### config.mk
export PLATFORM = sky130hd
export DESIGN_NAME = carpma
export DESIGN_NICKNAME = d
export VERILOG_FILES = /design/src/rtl/carpma_pkg.sv /design/src/rtl/carpma.sv
export SDC_FILE = /design/constraint.sdc
export NUM_CORES = 1
export LEC_CHECK = 0
export ABC_AREA = 0
export BUFFER_PORTS_ARGS = -buffer_cell sky130_fd_sc_hd__buf_4
export CORE_MARGIN = 2
export CORE_UTILIZATION = 48
export DETAILED_ROUTE_END_ITERATION = 10
export PLACE_DENSITY = 0.68
export SLEW_MARGIN = 20
export SYNTH_ARGS = -nofsm -noshare
export SYNTH_HDL_FRONTEND = slang
export SYNTH_SLANG_ARGS = --single-unit
### constraint.sdc
create_clock -name clk -period 12.2 [get_ports clk]
set_input_delay 1.83 -clock clk [delete_from_list [all_inputs] [get_ports clk]]
set_output_delay 1.83 -clock clk [all_outputs]
set_load 0.05 [all_outputs]
### src/rtl/carpma_pkg.sv
// carpma_pkg: shared defaults and state encoding for the calculator datapath
package carpma_pkg;
  localparam int DEF_WIDTH = 32;
  localparam int DEF_FRAC = 16;
  localparam int DEF_OVF_LSB = DEF_WIDTH + DEF_FRAC;
  typedef enum logic {IDLE, CALC} state_e;
endpackage

### src/rtl/carpma.sv
// carpma: sequential unsigned QI.F x QI.F shift-add multiplier, one multiplier bit per clock
module carpma
  import carpma_pkg::*;
#(
  parameter int WIDTH = DEF_WIDTH,
  parameter int FRAC = DEF_FRAC
) (
  input  logic               clk,
  input  logic               rst_n,
  input  logic               basla,
  input  logic [WIDTH-1:0]   carpilan,
  input  logic [WIDTH-1:0]   carpan,
  output logic [2*WIDTH-1:0] sonuc,
  output logic [WIDTH-1:0]   sonuc_q,
  output logic               hazir,
  output logic               gecerli,
  output logic               tasma
);
  localparam int CW = $clog2(WIDTH);
  state_e state_q, state_d;
  logic [2*WIDTH-1:0] acc_q, acc_d, res_q, res_d;
  logic [WIDTH-1:0] a_q, a_d, b_q, b_d;
  logic [CW-1:0] cnt_q, cnt_d;
  logic gec_q, gec_d;
  always_comb begin
    state_d = state_q;
    acc_d = acc_q;
    cnt_d = cnt_q;
    a_d = a_q;
    b_d = b_q;
    res_d = res_q;
    gec_d = 1'b0;
    if (state_q == IDLE) begin
      if (basla) begin
        if (carpilan == '0 || carpan == '0) begin
          res_d = '0;
          gec_d = 1'b1;
        end else begin
          a_d = carpilan;
          b_d = carpan;
          acc_d = '0;
          cnt_d = '0;
          state_d = CALC;
        end
      end
    end else begin
      acc_d = acc_q + (b_q[cnt_q] ? ({{WIDTH{1'b0}}, a_q} << cnt_q) : '0);
      cnt_d = cnt_q + 1'b1;
      if (cnt_q == CW'(WIDTH - 1)) begin
        res_d = acc_d;
        gec_d = 1'b1;
        state_d = IDLE;
      end
    end
  end
  always_ff @(posedge clk or negedge rst_n) begin
    if (!rst_n) begin
      state_q <= IDLE;
      acc_q <= '0;
      cnt_q <= '0;
      a_q <= '0;
      b_q <= '0;
      res_q <= '0;
      gec_q <= 1'b0;
    end else begin
      state_q <= state_d;
      acc_q <= acc_d;
      cnt_q <= cnt_d;
      a_q <= a_d;
      b_q <= b_d;
      res_q <= res_d;
      gec_q <= gec_d;
    end
  end
  // overflow is any bit above the QI.F window of the held product
  assign sonuc = res_q;
  assign sonuc_q = res_q[WIDTH+FRAC-1:FRAC];
  assign tasma = |res_q[2*WIDTH-1:WIDTH+FRAC];
  assign hazir = (state_q == IDLE);
  assign gecerli = gec_q;
endmodule
==> run metrics <==
CP cell instances=mux4_2 > mux4_2 > nand2b_1 > and2_2 > nor2_1 > ha_1 > nand2_1 > nor3_1 > nand3_1 > nor3_1 > inv_1 > o2111a_1 > o31ai_2 > xor2_1 > a22o_1; io pins=166; H-Tree Depth=4; Setup Viol. Count Final=0; Post-Syn Instances=1520; Clock transition at path regs=90 ps; multi-input logic area=0.00824 sq mm; GRT overflow=0; GRT Overall Usage=0.259; RSZ-0062 raised after global routing=no; Post-CTS Setup Inserts=0; most frequent cells in the layout=nand2_1, dfrtp_1, buf_4, nor2_1, a21oi_1; # resized after CTS=0; share of cells above drive strength 1=0.230; number of synthesized flops with an enable pin=0; Rel. slew slack=0.328; Remaining DRCs=0; wire per inst=19.7 um; drt first pass iters=7; Num Clock Sinks=199; Die Wd=175 um; Max Cap Viol=0; die height=175 um; area share of the largest cell type after synthesis=0.356; via count=11.7k; fraction of registers with async set/reset=1.00; vias in the first global route=11.2k; Crit. End Element=register; Final Hold Viols=0; CTS tree=done; largest net degree at the start of global routing=81; Final Cycle Share=0.478; worst-path fanout max=50; initial antenna violation count=0; Critical Path Source Type=register; commonest non-fill, non-tap cell in the layout=nand2_1; clk root buf=clkbuf_16; Slowest cell on crit path=dfrtp_2; CP max stage delay=1040 ps; Synth area leaders=dfrtp_1, mux2_2, nand2_1; main flop type after synthesis=dfrtp_1; status=finished, final reports clean; setup TNS=0 ps; f_max=172 MHz; Initial Utilization=0.487; Layout Skew=26.2 ps; Port Buffers=165; Placement Rows=62; Clock Latency Late Sink=470 ps; Synth Register Bits=199; Synth Cell Area=0.0140 sq mm; Filler cells=2607; WL final=39100 um; die area=0.0305 sq mm; Tmin final=5830 ps; Core ar.=0.0287 sq mm; Critical Path RT=12590 ps; RePlAce Congestion=0.965; Worst EP arrival=6220 ps; cell taking the most area after synthesis=dfrtp_1; area grow syn2layout=12.9%; Clock Path Buffers=2; CTS buffer count=17; Initial DRC Count=920; Antenna Diode Count=0; max-slew violation count=0; post-route ant nets=0; nets@finish=1725; detailed placement HPWL=30000 um; global-route wire length before repair=62500 um; post-synthesis cell type count=73; register area=0.00499 sq mm; yosys warns=0; post-synthesis net count=1653; Worst Tran Pin Value=1010 ps; synthesized area per cell=9.19 sq um; Hold-fix buffers, CTS=0; Seq/Total Area, Yosys=0.356; Vias/cell=5.89; critical path class=register to register; Hold WC Path Type=register to register
routing by layer:
| layer | GRT usage | share of wire |
|---|---|---|
| met3 | 0.0333 | 0.053 |
| met1 | 0.388 | 0.48 |
| met2 | 0.400 | 0.45 |
| met4 | 0.0604 | 0.014 |
| met5 | 0 | 0 |
registers in the layout (all words and copies together) (netlist names):
register  flops
acc_q        64
a_q          32
cnt_q         5
b_q          32
gecerli       1
sonuc        64
state_q       1
layout make-up:
cell class	count	area share
Clock buffer	17	0.0270
Clock inverter	15	0.0121
Inverter	32	0.00762
Multi-Input combinational cell	1167	0.523
Sequential cell	199	0.316
Tap cell	384	0.0305
Timing Repair Buffer	175	0.0837
critical path: cells and delay by family, from the launching register on:
family                   cells  cell delay (ps)
AND/OR/NAND/NOR              7             2210
buffers and inverters        1              140
adder cells (fa/ha/maj)      1              450
XOR/XNOR                     1              220
multiplexers                 2              910
flip-flops                   1             1040
AO/OA/AOI/OAI                3              760
final timing paths:
| kind | slack (ps) | from | depth (start not counted) | end |
|---|---|---|---|---|
| worst max register to register | 6370 | cnt_q[1] | 15 | sonuc[62] |
| max in group asynchronous | 9400 | rst_n | 2 | cnt_q[3] |
| worst min register to register | 480 | sonuc[0] | 2 | sonuc[0] |
| worst min-delay path | 480 | sonuc[0] | 2 | sonuc[0] |
| min in group asynchronous | 1390 | rst_n | 1 | sonuc[27] |
| worst max-delay path | 6370 | cnt_q[1] | 15 | sonuc[62] |
synth_stat cells (25+ instances only):
master and number:
dfrtp_1 199, mux2i_1 35, xor2_1 25, buf_4 35
a22o_1 59, mux4_2 33, mux2_2 90, nand4_1 27
a21oi_1 108, ha_1 65, inv_1 30, buf_2 27
nor2_1 131, clkbuf_1 47, o21ai_0 97, xnor2_1 34
nand2_1 232
stage by stage:
stage / cells / setup WS (ps) / cell area, sq um / hold WS, ps / util
2_1_floorplan: 1520 / 7870 / 14000 / 452 / -
3_3_place_gp: 1957 / 6150 / 15100 / 466 / 0.528
3_5_place_dp: 1957 / 6050 / 15100 / 472 / 0.528
4_1_cts: 1989 / 6000 / 15800 / 489 / 0.549
5_1_grt: 1989 / 6040 / 15800 / 501 / 0.549
6_report: 1989 / 6370 / 15800 / 485 / 0.549
cell families after synthesis:
family / count (synthesis) / synth area share
fa+ha+maj: 66 / 0.0596
mux: 158 / 0.151
simple gates: 486 / 0.151
buf+inv: 154 / 0.0559
compound gates: 398 / 0.189
flops: 199 / 0.356
xor+xnor: 59 / 0.0370
Power is not shown: default switching activity piles up to over one toggle a cycle in this logic, so the estimate is an artifact.
